--- config.mk ---
export PLATFORM = sky130hd
export DESIGN_NAME = sa_autosa_cmac_reg_group_ctrl
export DESIGN_NICKNAME = d
export VERILOG_FILES = /design/src/rtl/sa_autosa_cmac_reg_group_ctrl.sv
export SDC_FILE = /design/constraint.sdc
export NUM_CORES = 1
export LEC_CHECK = 0
export BUFFER_PORTS_ARGS = -buffer_cell sky130_fd_sc_hd__buf_4
export CORE_MARGIN = 2
export CORE_UTILIZATION = 35
export CTS_CLUSTER_SIZE = 16
export DETAILED_ROUTE_END_ITERATION = 6
export GPL_TIMING_DRIVEN = 0
export PLACE_DENSITY = 0.78
export SYNTH_ARGS = -nofsm -noshare
export SYNTH_HDL_FRONTEND = slang
export SYNTH_SLANG_ARGS = --single-unit
--- constraint.sdc ---
create_clock -name autosa_core_clk -period 4 [get_ports autosa_core_clk]
set_input_delay 1 -clock autosa_core_clk [delete_from_list [all_inputs] [get_ports autosa_core_clk]]
set_output_delay 1 -clock autosa_core_clk [all_outputs]
set_load 0.01 [all_outputs]
--- src/rtl/sa_autosa_cmac_reg_group_ctrl.sv ---
// Ping-pong controller for the two CMAC dual register groups: pointer/op_en ownership,
// CSB write steering and read mux, datapath launch on the consumer group and retire on done.
module sa_autosa_cmac_reg_group_ctrl #(
  parameter int unsigned      OFS_W      = 12,
  parameter int unsigned      DATA_W     = 32,
  parameter logic [OFS_W-1:0] PTR_OFS    = OFS_W'(0),
  parameter logic [OFS_W-1:0] STATUS_OFS = OFS_W'(4)
) (
  input  logic              autosa_core_clk,
  input  logic              autosa_core_rstn,
  input  logic              req_wr_en,
  input  logic              req_rd_en,
  input  logic [OFS_W-1:0]  req_offset,
  input  logic [DATA_W-1:0] req_wr_data,
  output logic              rsp_rd_valid,
  output logic [DATA_W-1:0] rsp_rd_data,
  output logic [OFS_W-1:0]  grp_offset,
  output logic [DATA_W-1:0] grp_wr_data,
  output logic              grp0_wr_en,
  output logic              grp1_wr_en,
  input  logic [DATA_W-1:0] grp0_rd_data,
  input  logic [DATA_W-1:0] grp1_rd_data,
  input  logic              grp0_op_en_trigger,
  input  logic              grp1_op_en_trigger,
  output logic              grp0_op_en,
  output logic              grp1_op_en,
  input  logic              grp0_cosa_mode,
  input  logic              grp1_cosa_mode,
  input  logic [1:0]        grp0_precision,
  input  logic [1:0]        grp1_precision,
  output logic              dp_op_start,
  output logic              dp_cosa_mode,
  output logic [1:0]        dp_precision,
  input  logic              dp_op_done,
  output logic [1:0]        done_intr
);

  localparam logic [0:0] ST_IDLE = 1'b0;
  localparam logic [0:0] ST_BUSY = 1'b1;

  logic [0:0]        state_q, state_d;
  logic              producer_q, producer_d;
  logic              consumer_q, consumer_d;
  logic [1:0]        op_en_q, op_en_d;
  logic              dp_op_start_q, dp_op_start_d;
  logic              dp_cosa_mode_q, dp_cosa_mode_d;
  logic [1:0]        dp_precision_q, dp_precision_d;
  logic [1:0]        done_intr_q, done_intr_d;
  logic              rsp_rd_valid_q, rsp_rd_valid_d;
  logic [DATA_W-1:0] rsp_rd_data_q, rsp_rd_data_d;

  logic              is_ptr_c;
  logic              is_status_c;
  logic              grp_wr_c;
  logic [1:0]        st0_c;
  logic [1:0]        st1_c;
  logic [DATA_W-1:0] rd_mux_c;

  // Register decode and group write steering (combinational toward the groups)
  always_comb begin
    is_ptr_c    = (req_offset == PTR_OFS);
    is_status_c = (req_offset == STATUS_OFS);
    grp_wr_c    = req_wr_en && !is_ptr_c && !is_status_c;
  end

  assign grp_offset  = req_offset;
  assign grp_wr_data = req_wr_data;
  assign grp0_wr_en  = grp_wr_c && !producer_q;
  assign grp1_wr_en  = grp_wr_c && producer_q;

  // Per-group status: running takes precedence over pending
  always_comb begin
    st0_c = 2'd0;
    st1_c = 2'd0;
    if (state_q == ST_BUSY && !consumer_q) st0_c = 2'd1;
    else if (op_en_q[0])                   st0_c = 2'd2;
    if (state_q == ST_BUSY && consumer_q)  st1_c = 2'd1;
    else if (op_en_q[1])                   st1_c = 2'd2;
  end

  always_comb begin
    rd_mux_c = '0;
    if (is_ptr_c) begin
      rd_mux_c[0]  = producer_q;
      rd_mux_c[16] = consumer_q;
    end else if (is_status_c) begin
      rd_mux_c[1:0]   = st0_c;
      rd_mux_c[17:16] = st1_c;
    end else begin
      rd_mux_c = producer_q ? grp1_rd_data : grp0_rd_data;
    end
  end

  // Next-state: IDLE/BUSY launch-retire plus pointer, op_en and read response
  always_comb begin
    state_d        = state_q;
    producer_d     = producer_q;
    consumer_d     = consumer_q;
    op_en_d        = op_en_q;
    dp_op_start_d  = 1'b0;
    dp_cosa_mode_d = dp_cosa_mode_q;
    dp_precision_d = dp_precision_q;
    done_intr_d    = 2'b00;
    rsp_rd_valid_d = req_rd_en;
    rsp_rd_data_d  = req_rd_en ? rd_mux_c : rsp_rd_data_q;

    if (req_wr_en && is_ptr_c) producer_d = req_wr_data[0];

    if (state_q == ST_IDLE) begin
      if (op_en_q[consumer_q]) begin
        state_d        = ST_BUSY;
        dp_op_start_d  = 1'b1;
        dp_cosa_mode_d = consumer_q ? grp1_cosa_mode : grp0_cosa_mode;
        dp_precision_d = consumer_q ? grp1_precision : grp0_precision;
      end
    end else begin
      if (dp_op_done) begin
        state_d                  = ST_IDLE;
        op_en_d[consumer_q]      = 1'b0;
        done_intr_d[consumer_q]  = 1'b1;
        consumer_d               = !consumer_q;
      end
    end

    // A trigger in the retire cycle re-queues the group
    if (grp0_op_en_trigger && req_wr_data[0]) op_en_d[0] = 1'b1;
    if (grp1_op_en_trigger && req_wr_data[0]) op_en_d[1] = 1'b1;
  end

  always_ff @(posedge autosa_core_clk or negedge autosa_core_rstn) begin
    if (!autosa_core_rstn) begin
      state_q        <= ST_IDLE;
      producer_q     <= 1'b0;
      consumer_q     <= 1'b0;
      op_en_q        <= 2'b00;
      dp_op_start_q  <= 1'b0;
      dp_cosa_mode_q <= 1'b0;
      dp_precision_q <= 2'b01;
      done_intr_q    <= 2'b00;
      rsp_rd_valid_q <= 1'b0;
      rsp_rd_data_q  <= '0;
    end else begin
      state_q        <= state_d;
      producer_q     <= producer_d;
      consumer_q     <= consumer_d;
      op_en_q        <= op_en_d;
      dp_op_start_q  <= dp_op_start_d;
      dp_cosa_mode_q <= dp_cosa_mode_d;
      dp_precision_q <= dp_precision_d;
      done_intr_q    <= done_intr_d;
      rsp_rd_valid_q <= rsp_rd_valid_d;
      rsp_rd_data_q  <= rsp_rd_data_d;
    end
  end

  assign rsp_rd_valid = rsp_rd_valid_q;
  assign rsp_rd_data  = rsp_rd_data_q;
  assign grp0_op_en   = op_en_q[0];
  assign grp1_op_en   = op_en_q[1];
  assign dp_op_start  = dp_op_start_q;
  assign dp_cosa_mode = dp_cosa_mode_q;
  assign dp_precision = dp_precision_q;
  assign done_intr    = done_intr_q;

endmodule

* Yosys cells after proc, flatten, opt, wreduce, memory -nomap -nowiden *
Index checks and enable logic that the tools add are counted.

cells by class
  muxes and demuxes = 29
  equal/unequal tests = 1
  bitwise gates (word level) = 3
  multiply operators = 0
  add/subtract/negate cells = 0
  order comparisons = 2
  reduce and logical (&&, ||, !) cells = 23
  shift operators = 0
  divide/modulo/power cells = 0

operators by type and width
  cell                                                         number
  two-way mux 32 bit                                           1
  two-way mux 15 bit                                           2
  two-way mux 14 bit                                           2
  two-way mux 2 bit                                            11
  equality test 12 x 3 -> 1 bit (second input constant)        1
  logical NOT 12 bit                                           1
  two-way mux 1 bit                                            12
  logical AND 1 bit                                            10
  AND reduction 2 bit                                          4
  nonzero test 2 bit                                           4
  logical NOT 1 bit                                            4
  AND 2 bit                                                    1
  less-than comparator 1 x 2 -> 1 bit (second input constant)  1
  NOT 2 bit                                                    1
  demux 1 bit (select 1 bit)                                   1
  greater-or-equal comparator 1 bit (second input constant)    1
  NOT 1 bit                                                    1

word-level totals
  output and inout port bits = 87
  bits in registers = 44
  bits in latches = 0
  input bits = 121
  memories kept = 0
  memory bits (read-only) = 0
  memory bits (writable) = 0
  word-level logic and storage cells = 69

* Depth between registers and ports, before layout *
  depth after elaboration = 9
  gate-level depth with buffers = 6
  gate-level depth less buffers = 4

* Worst setup path after synthesis *
No wires, ideal clock.

  path type = input -> output
  from = input req_offset[8]
  to = output grp0_wr_en
  data required time = 3.000 ns
  path buffers = 2
  stages = 5
  data arrival time = 1.844 ns
  slack = 1.156 ns
  path through = nor3_1 > and3_2 > buf_6 > buf_4 > nor3b_1

between the ends
  cells in the longest elaborated chain, start to end = 5
  elaborated cells between the ends (all ways) = 7
  classes of those cells = eq/ne: 1; reduce/logical: 6

ends and longest elaborated chain
  what                   RTL line  source
  start, declared        13        input logic [OFS_W-1:0] req_offset,
  logical NOT 12 bit     61        is_ptr_c = (req_offset == PTR_OFS);
  logical NOT 1 bit      63        grp_wr_c = req_wr_en && !is_ptr_c && !is_status_c;
  logical AND 1 bit      63
  logical AND 1 bit (*)  63
  logical AND 1 bit (*)  68        assign grp0_wr_en = grp_wr_c && !producer_q;
  end, declared          19        output logic grp0_wr_en,

Every way passes the cells marked *; elsewhere a longest branch is shown, timed or not.

* Worst setup path after layout *
  from = input req_offset[1]
  to = output grp0_wr_en

The elaborated chain is that of the path after synthesis.

==> flow_summary.yaml <==
critical_path:
  worstSetupPathType: "input port to output port"
  slowest_stage: "nor4_1"
  cp-start-kind: "input port"
  cpMostUsedCell: "buf_4"
  required_ns: 3.00
  critPathMaxStageDelay_ns: 0.28
  crit_chain: "buf_4, nor4_1, and3_2, buf_6, buf_4, nor3b_1, buf_4"
  cp_num_cells: 7
  worstSetupEndpointType: "output port"
  path_max_fanout: 10
  r2r_cells: 5
  crit_buf_inv: 4
  crit_family: "simple AND/OR/NAND/NOR gates"
  arrival_ns: 2.21
synthesis:
  synth.top_cells.by_count: "50 x buf_4, 43 x dfrtp_1, 34 x nand2_1"
  synth_edf_count: 0
  synth.area.top_cells: "dfrtp_1 42%, buf_4 15%, mux2_2 13%"
  ys_seq_area_share_pct: 42.87
  synth.net_count: 392
  synth.distinct_cells: 27
  synth_ff_type: "dfrtp_1"
  yosysWarnings: 0
  netlist_area_um2: 2571
  async_reset_ff_share_pct: 100.0
  synth_seq_cells: 44
  post-synth-top-area-fraction_pct: 41.85
  yosys.area.top_type: "dfrtp_1"
  yosysMostFrequentCell: "buf_4"
  avgSynthCellArea_um2: 9.488
  synth_cells: 271
clock_network:
  cts_tree: "done"
  cts.path.max_buffers: 2
  ctsResizeCount: 0
  cts_made_buffers: 5
  root_buffer: "clkbuf_8"
  post_cts_buffers: 0
  clk_pin_slew_worst_paths_ns: 0.08
  clk_latency_ns: 0.29
  htree_num_levels: 2
  cts_hold_buffers: 0
  cts_sinks: 44
grt:
  met1_usage_pct: 20.72
  top_usage_layer: "met2"
  grt_pass1_vias: 2577
  antenna_found_initial: 0
  globalRouteOverflowTotal: 0
  use_met3_pct: 5.532
  met2_usage_pct: 34.28
  grt_pass1_wl_um: 12330
  grt_max_degree: 45
  grt_usage_pct: 18.49
routing:
  drt_first_pass_iters: 4
  viasPerCell: 4.514
  route.antenna.remaining_nets: 0
  wl_um: 7469
  post_drt_wl_per_cell_um: 13.48
  drt_iter0_markers: 69
  detailroute.via_count: 2501
  route.detailed.drc: 0
finish:
  instances_no_fill: 554
  seq_area_um2: 1102
  multi_input_area_um2: 929.6
  design_area_um2: 4109
  diodes: 0
  layout-drive-gt1-share_pct: 59.78
  fill_cells: 668
  area_growth_pct: 59.81
  nNetsFinal: 575
job:
  drv_cap: 0
worst_hold_path:
  hp-class: "register to register"
  min_path_cells: 2
timing:
  slew_violations: 0
  min_period_over_period_pct: 80.28
  setup_viol: 0
  final.setup_skew_ns: 0.004858
  fin_crit_ns: 3.211
  timing.fmax_mhz: 311.4
  setup_tns_ns: 0
  worst_pin_slew_ns: 0.5592
  max-slew-margin-rel_pct: 62.72
  hold_viol_final: 0
  grt_setup_unrepaired: "false"
placed_design:
  place_area_um2: 4016
  io_buffers: 176
  dp.cells: 546
  gp_congestion: 0.7681
  dp_hpwl_um: 6000
pwr:
  p_seq_share_pct: 42.9
  power.density_nw_per_um2: 325.3
  p_leak_nw: 2.156
  fin_total_pwr_mw: 1.337
  cellInternalPower_mw: 0.9290
  clkPwrFrac_pct: 21.3
  ir_drop_mv: 0.2157
  power_frac_comb_pct: 35.7
  p_sw_share_pct: 30.50
  p_sw_mw: 0.4076
run_status:
  outcome: "finished, final reports clean"
floorplanning:
  coreArea_um2: 7176
  io-pin-count: 208
  die_h_um: 89.71
  start_util_pct: 35.83
  die_w_um: 89.71
  rows: 31
  dieArea_um2: 8048
worst reg2reg max path, cell delays in order (launching register included):
cell and delay (ns):
dfrtp_1 0.33, buf_2 0.25, buf_4 0.25, mux2_2 0.36, nand2_1 0.07, o22ai_1 0.07
flip-flops by register name (all words and copies together) (netlist names):
name and cells:
rsp_rd_data 32, done_intr 2, dp_precision 2, op_en_q 2, consumer_q 1, dp_cosa_mode 1
dp_op_start 1, producer_q 1, rsp_rd_valid 1, state_q 1
cell type report:
class                      instances  area share [%]
buffer                            60           10.29
clock buffer                       6           2.010
clock inverter                     2          0.2436
inverter                          31           2.832
multi-input combinational        136           22.62
sequential                        44           26.83
tap                               99           3.015
timing repair buffer             176           32.16
power groups by stage:
stage	clock (mW)	combinational (mW)	sequential, mW
after global placement	0	0.469	0.579
after global routing	0.316	0.523	0.584
after floorplan	0	0.199	0.606
after CTS	0.294	0.485	0.573
after detailed placement	0	0.483	0.582
final	0.285	0.478	0.574
routing by layer:
layer | up-vias | routed length [um]
met5 | - | 0
met4 | 0 | 91
met3 | 7 | 642
met2 | 137 | 3880
met1 | 1137 | 2855
li1 | 1220 | -
kinds of logic (layout without fill, tap and decap cells):
| family | after synthesis | in the layout | synth area share [%] |
|---|---|---|---|
| muxes | 39 | 39 | 16.64 |
| AOI/OAI and AO/OA | 37 | 37 | 8.857 |
| buffers and inverters | 91 | 275 | 20.97 |
| xor gates and xnor gates | 1 | 1 | 0.3407 |
| and+or+nand+nor | 59 | 59 | 10.32 |
| DFF | 44 | 44 | 42.87 |
path summary, 6_finish.rpt:
kind | from | endpoint | slack, ns
worst max-delay path | req_offset[1] | grp0_wr_en | 0.79
worst min-delay path | dp_precision[0] | dp_precision[0] | 0.51
worst max register to register | producer_q | rsp_rd_data[23] | 2.54
worst min register to register | dp_precision[0] | dp_precision[0] | 0.51
max in group asynchronous | autosa_core_rstn | rsp_rd_data[0] | 2.92
min in group asynchronous | autosa_core_rstn | dp_op_start | 0.69
through the flow:
| step | setup WS, ns | util (%) | hold WS [ns] |
|---|---|---|---|
| 2_1_floorplan | 1.156 | - | 0.5061 |
| 3_3_place_gp | 0.7555 | 55.97 | 0.4912 |
| 3_5_place_dp | 0.7555 | 55.97 | 0.4997 |
| 4_1_cts | 0.7546 | 57.26 | 0.5120 |
| 5_1_grt | 0.6500 | 57.26 | 0.5598 |
| 6_report | 0.7887 | 57.26 | 0.5134 |
placed cells by master, fill, tap and decap left out, drive strengths merged, types with 2 or more instances in the layout:
cell type	count
a21oi	3
a31oi	3
and3	2
buf	229
clkbuf	13
clkinv	2
dfrtp	43
inv	31
mux2	30
mux2i	9
nand2	34
nand2b	2
nand3	2
nand4	2
nor2	8
nor3b	2
nor4	2
o21ai	2
o22ai	28
or2	3
(Power assumes the default switching activity.)
